File: config.mk
export PLATFORM = sky130hd
export DESIGN_NAME = mips_seq_ctrl_flat
export DESIGN_NICKNAME = d
export VERILOG_FILES = /design/src/rtl/mips_seq_ctrl_pkg.sv /design/src/rtl/mips_seq_ctrl_if.sv /design/src/rtl/mips_seq_ctrl_fetch_watchdog.sv /design/src/rtl/mips_seq_ctrl.sv /design/src/flat_wrapper.sv
export SDC_FILE = /design/constraint.sdc
export NUM_CORES = 1
export LEC_CHECK = 0
export CAP_MARGIN = 30
export CORE_ASPECT_RATIO = 0.75
export CORE_MARGIN = 2
export CORE_UTILIZATION = 33
export CTS_BUF_LIST = sky130_fd_sc_hd__clkbuf_8
export CTS_CLUSTER_DIAMETER = 100
export DETAILED_ROUTE_END_ITERATION = 12
export GPL_TIMING_DRIVEN = 0
export PLACE_DENSITY = 0.67
export REMOVE_ABC_BUFFERS = 1
export SETUP_SLACK_MARGIN = 0.3
export SYNTH_ARGS = -nofsm -noshare
export SYNTH_HDL_FRONTEND = slang
export SYNTH_SLANG_ARGS = --single-unit
File: constraint.sdc
create_clock -name clock_i -period 2.2 [get_ports clock_i]
set_input_delay 0.44 -clock clock_i [delete_from_list [all_inputs] [get_ports clock_i]]
set_output_delay 0.44 -clock clock_i [all_outputs]
set_load 0.01 [all_outputs]
File: src/rtl/mips_seq_ctrl_pkg.sv
// -----------------------------------------------------------------------------
// mips_seq_pkg
// Shared definitions for the multi-cycle MIPS sequencer: FSM state encoding,
// halt-cause codes, instruction field positions and the PC increment.
// -----------------------------------------------------------------------------
package mips_seq_pkg;

    typedef enum logic [2:0] {
        ST_IDLE      = 3'd0,
        ST_FETCH     = 3'd1,
        ST_DECODE    = 3'd2,
        ST_EXECUTE   = 3'd3,
        ST_WRITEBACK = 3'd4,
        ST_HALT      = 3'd5
    } state_e;

    typedef enum logic [1:0] {
        CAUSE_NONE    = 2'd0,
        CAUSE_DECODE  = 2'd1,
        CAUSE_TIMEOUT = 2'd2
    } halt_cause_e;

    localparam int OPCODE_MSB = 31;
    localparam int OPCODE_LSB = 26;
    localparam int FUNCT_MSB  = 5;
    localparam int FUNCT_LSB  = 0;

    localparam logic [31:0] PC_INCR = 32'd4;

    function automatic logic [5:0] inst_opcode(input logic [31:0] word);
        return word[OPCODE_MSB:OPCODE_LSB];
    endfunction

    function automatic logic [5:0] inst_funct(input logic [31:0] word);
        return word[FUNCT_MSB:FUNCT_LSB];
    endfunction

endpackage

File: src/rtl/mips_seq_ctrl_if.sv
// -----------------------------------------------------------------------------
// mips_seq_ctrl_if
// Instruction-memory request/acknowledge port between the sequencer and memory.
//   imem_req   : fetch request (sequencer -> memory)
//   imem_addr  : fetch address, 32 bits (sequencer -> memory)
//   imem_ack   : fetch data valid this cycle (memory -> sequencer)
//   imem_rdata : instruction word, 32 bits (memory -> sequencer)
// -----------------------------------------------------------------------------
interface mips_seq_ctrl_if;
    logic        imem_req;
    logic [31:0] imem_addr;
    logic        imem_ack;
    logic [31:0] imem_rdata;

    modport master (
        output imem_req,
        output imem_addr,
        input  imem_ack,
        input  imem_rdata
    );

    modport slave (
        input  imem_req,
        input  imem_addr,
        output imem_ack,
        output imem_rdata
    );
endinterface

File: src/rtl/mips_seq_ctrl_fetch_watchdog.sv
// -----------------------------------------------------------------------------
// fetch_watchdog
// 8-bit down-counter bounding the number of FETCH cycles spent waiting for an
// acknowledge. Clear reloads LIMIT-1; each enabled cycle decrements, stopping
// at zero. terminal_o is high while the count is zero, i.e. during the
// LIMIT-th counted cycle.
// Ports:
//   clock_i    : clock
//   reset_i    : synchronous active-low reset
//   clear_i    : reload the counter
//   enable_i   : count this cycle
//   terminal_o : limit reached
// -----------------------------------------------------------------------------
module fetch_watchdog #(
    parameter int unsigned LIMIT = 16
) (
    input  logic clock_i,
    input  logic reset_i,
    input  logic clear_i,
    input  logic enable_i,
    output logic terminal_o
);

    localparam logic [7:0] LOAD = 8'(LIMIT - 1);

    logic [7:0] count_q;
    logic [7:0] count_d;

    always_comb begin
        count_d = count_q;
        if (clear_i) begin
            count_d = LOAD;
        end else if (enable_i && (count_q != 8'd0)) begin
            count_d = count_q - 8'd1;
        end
    end

    always_ff @(posedge clock_i) begin
        if (!reset_i) begin
            count_q <= LOAD;
        end else begin
            count_q <= count_d;
        end
    end

    assign terminal_o = (count_q == 8'd0);

endmodule

File: src/rtl/mips_seq_ctrl.sv
// -----------------------------------------------------------------------------
// mips_seq_ctrl
// Multi-cycle sequencer for the single-issue MIPS ALU datapath. Fetches an
// instruction over the imem port, holds it in the instruction register that
// feeds the external decoder, then steps DECODE -> EXECUTE -> WRITEBACK.
// Owns the PC, the retired-instruction count and the halt state.
//
// state      | meaning
// -----------+--------------------------------------------------------------
// IDLE       | waiting for run_i
// FETCH      | imem_req high, waiting for imem_ack (watchdog running)
// DECODE     | decoder reads inst_o; sample dec_except_i / dec_writeenable_i
// EXECUTE    | alu_stage_o high
// WRITEBACK  | rf_wr_en_o = we_q, retired_o high, pc/instret advance
// HALT       | sticky; only reset leaves
//
// Ports:
//   clock_i, reset_i         : clock, synchronous active-low reset
//   run_i                    : checked in IDLE and WRITEBACK only
//   imem                     : instruction-memory port (master side)
//   inst_o                   : instruction register
//   dec_writeenable_i        : decoder write enable for inst_o
//   dec_except_i             : decoder illegal-instruction flag
//   alu_stage_o              : EXECUTE strobe
//   rf_wr_en_o, retired_o    : WRITEBACK strobes
//   pc_o, instret_o          : PC and retired count
//   halted_o, halt_cause_o   : halt flag and cause (0 none, 1 decode, 2 timeout)
// -----------------------------------------------------------------------------
module mips_seq_ctrl
    import mips_seq_pkg::*;
#(
    parameter logic [31:0] RESET_PC      = 32'h0040_0000,
    parameter int unsigned FETCH_TIMEOUT = 16
) (
    input  logic                 clock_i,
    input  logic                 reset_i,
    input  logic                 run_i,
    mips_seq_ctrl_if.master      imem,
    output logic [31:0]          inst_o,
    input  logic                 dec_writeenable_i,
    input  logic                 dec_except_i,
    output logic                 alu_stage_o,
    output logic                 rf_wr_en_o,
    output logic                 retired_o,
    output logic [31:0]          pc_o,
    output logic [31:0]          instret_o,
    output logic                 halted_o,
    output logic [1:0]           halt_cause_o
);

    state_e      state_q,   state_d;
    logic [31:0] pc_q,      pc_d;
    logic [31:0] inst_q,    inst_d;
    logic [31:0] instret_q, instret_d;
    logic        we_q,      we_d;
    halt_cause_e cause_q,   cause_d;

    logic wd_clear;
    logic wd_enable;
    logic wd_terminal;

    // The watchdog only counts inside FETCH; any other state reloads it so
    // every fetch starts with the full budget.
    assign wd_clear  = (state_q != ST_FETCH);
    assign wd_enable = (state_q == ST_FETCH) && !imem.imem_ack;

    fetch_watchdog #(
        .LIMIT (FETCH_TIMEOUT)
    ) u_fetch_watchdog (
        .clock_i    (clock_i),
        .reset_i    (reset_i),
        .clear_i    (wd_clear),
        .enable_i   (wd_enable),
        .terminal_o (wd_terminal)
    );

    always_comb begin
        state_d   = state_q;
        pc_d      = pc_q;
        inst_d    = inst_q;
        instret_d = instret_q;
        we_d      = we_q;
        cause_d   = cause_q;

        case (state_q)
            ST_IDLE: begin
                if (run_i) begin
                    state_d = ST_FETCH;
                end
            end
            ST_FETCH: begin
                // Ack takes priority over a watchdog expiring in the same cycle.
                if (imem.imem_ack) begin
                    inst_d  = imem.imem_rdata;
                    state_d = ST_DECODE;
                end else if (wd_terminal) begin
                    cause_d = CAUSE_TIMEOUT;
                    state_d = ST_HALT;
                end
            end
            ST_DECODE: begin
                if (dec_except_i) begin
                    cause_d = CAUSE_DECODE;
                    state_d = ST_HALT;
                end else begin
                    we_d    = dec_writeenable_i;
                    state_d = ST_EXECUTE;
                end
            end
            ST_EXECUTE: begin
                state_d = ST_WRITEBACK;
            end
            ST_WRITEBACK: begin
                pc_d      = pc_q + PC_INCR;
                instret_d = instret_q + 32'd1;
                state_d   = run_i ? ST_FETCH : ST_IDLE;
            end
            ST_HALT: begin
                state_d = ST_HALT;
            end
            default: begin
                state_d = ST_IDLE;
            end
        endcase
    end

    always_ff @(posedge clock_i) begin
        if (!reset_i) begin
            state_q   <= ST_IDLE;
            pc_q      <= RESET_PC;
            inst_q    <= 32'd0;
            instret_q <= 32'd0;
            we_q      <= 1'b0;
            cause_q   <= CAUSE_NONE;
        end else begin
            state_q   <= state_d;
            pc_q      <= pc_d;
            inst_q    <= inst_d;
            instret_q <= instret_d;
            we_q      <= we_d;
            cause_q   <= cause_d;
        end
    end

    // Strobes depend only on registered state, so they cannot glitch.
    assign imem.imem_req  = (state_q == ST_FETCH);
    assign imem.imem_addr = pc_q;
    assign alu_stage_o    = (state_q == ST_EXECUTE);
    assign rf_wr_en_o     = (state_q == ST_WRITEBACK) && we_q;
    assign retired_o      = (state_q == ST_WRITEBACK);
    assign halted_o       = (state_q == ST_HALT);

    assign inst_o       = inst_q;
    assign pc_o         = pc_q;
    assign instret_o    = instret_q;
    assign halt_cause_o = cause_q;

endmodule

File: src/flat_wrapper.sv
// flat-port wrapper written by rule: the top's interface ports become plain ports
module mips_seq_ctrl_flat import mips_seq_pkg::*;
#(
    parameter logic [31:0] RESET_PC      = 32'h0040_0000,
    parameter int unsigned FETCH_TIMEOUT = 16
)
  (clock_i, reset_i, run_i, inst_o, dec_writeenable_i, dec_except_i, alu_stage_o, rf_wr_en_o, retired_o, pc_o, instret_o, halted_o, halt_cause_o, imem_imem_req, imem_imem_addr, imem_imem_ack, imem_imem_rdata);
  mips_seq_ctrl_if imem_i ();
  input  logic clock_i;
  input  logic reset_i;
  input  logic run_i;
  output logic [31:0] inst_o;
  input  logic dec_writeenable_i;
  input  logic dec_except_i;
  output logic alu_stage_o;
  output logic rf_wr_en_o;
  output logic retired_o;
  output logic [31:0] pc_o;
  output logic [31:0] instret_o;
  output logic halted_o;
  output logic [1:0] halt_cause_o;
  output wire logic [$bits(imem_i.imem_req)-1:0] imem_imem_req;
  output wire logic [$bits(imem_i.imem_addr)-1:0] imem_imem_addr;
  input wire logic [$bits(imem_i.imem_ack)-1:0] imem_imem_ack;
  input wire logic [$bits(imem_i.imem_rdata)-1:0] imem_imem_rdata;
  assign imem_imem_req = imem_i.imem_req;
  assign imem_imem_addr = imem_i.imem_addr;
  assign imem_i.imem_ack = imem_imem_ack;
  assign imem_i.imem_rdata = imem_imem_rdata;
  mips_seq_ctrl #(.RESET_PC(RESET_PC), .FETCH_TIMEOUT(FETCH_TIMEOUT)) u_core (.clock_i(clock_i), .reset_i(reset_i), .run_i(run_i), .imem(imem_i), .inst_o(inst_o), .dec_writeenable_i(dec_writeenable_i), .dec_except_i(dec_except_i), .alu_stage_o(alu_stage_o), .rf_wr_en_o(rf_wr_en_o), .retired_o(retired_o), .pc_o(pc_o), .instret_o(instret_o), .halted_o(halted_o), .halt_cause_o(halt_cause_o));
endmodule
==> results.toml <==
[run_status]
outcome = "complete, no violations"

[die]
start_util_pct = 34.2
core_sq_um = 14600
io_pins = 173
die_w_microns = 146
die_h_microns = 111
num_rows = 38
die_area_sq_um = 16200

[timing]
relSlewSlack_pct = 66.0
max_freq_mhz = 474
final_max_slew_viol_count = 0
tns_ns = 0
worst_hold_slack_ns = 0.459
min_period_over_period_pct = 95.8
grt_setup_unrepaired = "true"
tightest_slew_ns = 0.508
min_period_ns = 2.11
final_hold_viol_count = 0
finalSetupViolations = 0
fin_ws_ns = 0.0924
fin_skew_ns = 0.0109

[final_layout]
area_delta_synth_final_pct = 51.4
diodes = 0
finalNonFillerCells = 975
mostFrequentLayoutCells = "162 x clkdlybuf4s50_1, 90 x nand2_1, 67 x a21oi_1"
nNetsFinal = 812
final_common_cell = "clkdlybuf4s50_1"
drive_gt1_share_pct = 20.9

[clocking]
cts_buffers = 9
clk_root_buffer_cell = "clkbuf_8"
clk_pin_slew_ns = 0.11
clock_sinks = 108
insertion_delay_ns = 0.38
cts_tree = "yes"
clock_path_buffers = 2
ctsHtreeMaxLevel = 3

[drt]
firstDrtPassIters = 4
drc = 0
first_iter_violations = 238
ant_nets = 0
vias_per_cell = 5.13
wl_mm = 15.2
wl_per_cell_microns = 15.6
vias = 4998

[yosys]
synth.yosys.seq_area_share_pct = 43.1
yosys.area.top_type = "dfxtp_1"
ys_ff_latch = 108
synth_edf_count = 0
netlist_area_sq_um = 5010
syn_inst = 602
ys_warn_count = 0
synthDominantCellAreaShare_pct = 43.1
synth_area_per_cell_sq_um = 8.33
ys_types = 43
synth_area_leaders = "dfxtp_1 43%, a21oi_1 7.4%, nand2_1 6.7%"
synth-main-ff-cell = "dfxtp_1"
synthArstFlopShare_pct = 0

[grt]
antenna_found_initial = 0
grt_overflow_total = 0
grt_pass1_vias = 4791
grt_max_degree = 64
grt_util_all_layers_pct = 17.6
grt_pass1_wl_mm = 23.8

[worst_setup_path]
startpoint_type = "flip-flop"
crit_required_ns = 2.51
critPathKind = "flip-flop to flip-flop"
crit_fanout = 8
crit_arrival_ns = 2.42
end_kind = "flip-flop"

[place]
preCtsSetupSlack_ns = -0.390
io_buffers = 168
dp.cells = 902
place_hpwl_mm = 9.57
finalWeightedCongestion = 0.792

[pwr]
p_leak_nw = 2.57
ir_drop_mv = 0.305
p_total_w = 0.00377
p_per_area_nw_per_um2 = 497

[hold_path]
hold_class = "flip-flop to flip-flop"

[flow_run]
cap_viol_max_count = 0
==> registers in the layout (all words and copies together) (netlist names) <==
name                             cells
u_core.inst_o                       32
u_core.instret_o                    32
u_core.imem.imem_addr               30
u_core.u_fetch_watchdog.count_q      8
u_core.state_q                       3
u_core.halt_cause_o                  2
u_core.we_q                          1
==> final timing paths <==
path,from,end,cells after the start,slack [ns]
min reg2reg,u_core.inst_o[2],u_core.inst_o[2],2,0.46
max reg2reg,u_core.state_q[0],u_core.instret_o[29],6,0.09
min,u_core.inst_o[2],u_core.inst_o[2],2,0.46
max,u_core.state_q[0],u_core.instret_o[29],6,0.09
==> repair_timing <==
| item | CTS | global route |
|---|---|---|
| resized for setup | 54 | 63 |
| pin swaps | 13 | 17 |
| gates cloned | 2 | 0 |
| buffers inserted | 30 | 25 |
| hold buffers | 0 | 0 |
| endpoints found under the setup margin | 88 | 65 |
==> per-stage QoR <==
stage / instance area [sq um] / util [%]
2_1_floorplan: 4600 / -
3_3_place_gp: 6540 / 44.6
3_5_place_dp: 6630 / 45.2
4_1_cts: 7250 / 49.5
5_1_grt: 7590 / 51.8
6_report: 7590 / 51.8
==> cell families (layout without fill, tap and decap cells) <==
| group | after synthesis | after routing | synth area share, % |
|---|---|---|---|
| mux | 5 | 5 | 0.998 |
| compound gates | 125 | 125 | 14.4 |
| xor+xnor | 23 | 23 | 4.02 |
| flops | 108 | 108 | 43.1 |
| buf+inv | 86 | 254 | 9.23 |
| other cells | 1 | 4 | 0.0748 |
| simple gates | 250 | 252 | 27.2 |
| fa+ha+maj | 4 | 4 | 0.998 |
==> area by class of cell <==
cell class                      instances  area, sq um
Clock buffer                            9          124
Clock inverter                          7          108
Fill cell                            1362         7060
Inverter                               11         43.8
Multi-Input combinational cell        413         2600
Sequential cell                       108         2230
Tap cell                              200          250
Timing Repair Buffer                  227         2230
==> routing by layer <==
metal / track usage [%] / up-vias / share of wire, % / wire (microns)
met5: 0 / - / 0 / 0
li1: - / 2447 / - / -
met4: 3.95 / 0 / 1.2 / 176
met3: 4.20 / 18 / 5.2 / 789
met2: 29.2 / 167 / 47 / 7130
met1: 23.3 / 2366 / 47 / 7120
==> cell usage after synthesis (2+ instances only) <==
| master | instances |
|---|---|
| and3_1 | 6 |
| nand2_1 | 90 |
| nor2b_1 | 3 |
| mux2i_1 | 5 |
| o21ai_0 | 15 |
| and4bb_2 | 2 |
| nand4bb_1 | 2 |
| o21a_1 | 3 |
| nor2_1 | 27 |
| and3b_1 | 2 |
| xor2_1 | 17 |
| or3_1 | 14 |
| xnor2_1 | 6 |
| inv_1 | 11 |
| nand4_1 | 21 |
| clkbuf_1 | 29 |
| nand3_1 | 21 |
| nor3b_1 | 2 |
| and4_1 | 5 |
| nor4b_1 | 2 |
| dfxtp_1 | 108 |
| buf_4 | 34 |
| a21oi_1 | 74 |
| and2_1 | 8 |
| ha_1 | 4 |
| or3b_2 | 2 |
| or4_1 | 33 |
| buf_2 | 10 |
| o211ai_1 | 3 |
| buf_1 | 2 |
| nor3_1 | 3 |
| o31ai_1 | 27 |
==> critical path: stages (launching register included) <==
cell and delay (ns):
dfxtp_4 0.37, buf_6 0.13, nand4bb_4 0.22, buf_4 0.15
or4_4 0.51, or4_4 0.52, a21oi_2 0.15
==> where the power goes <==
| group | switching, W | internal [W] |
|---|---|---|
| Clock | 0.000726 | 0.000663 |
| Combinational | 0.000171 | 0.000207 |
| Sequential | 0.0000243 | 0.00198 |
| Total | 0.000921 | 0.00285 |
Power figures use the tool's default switching activity.
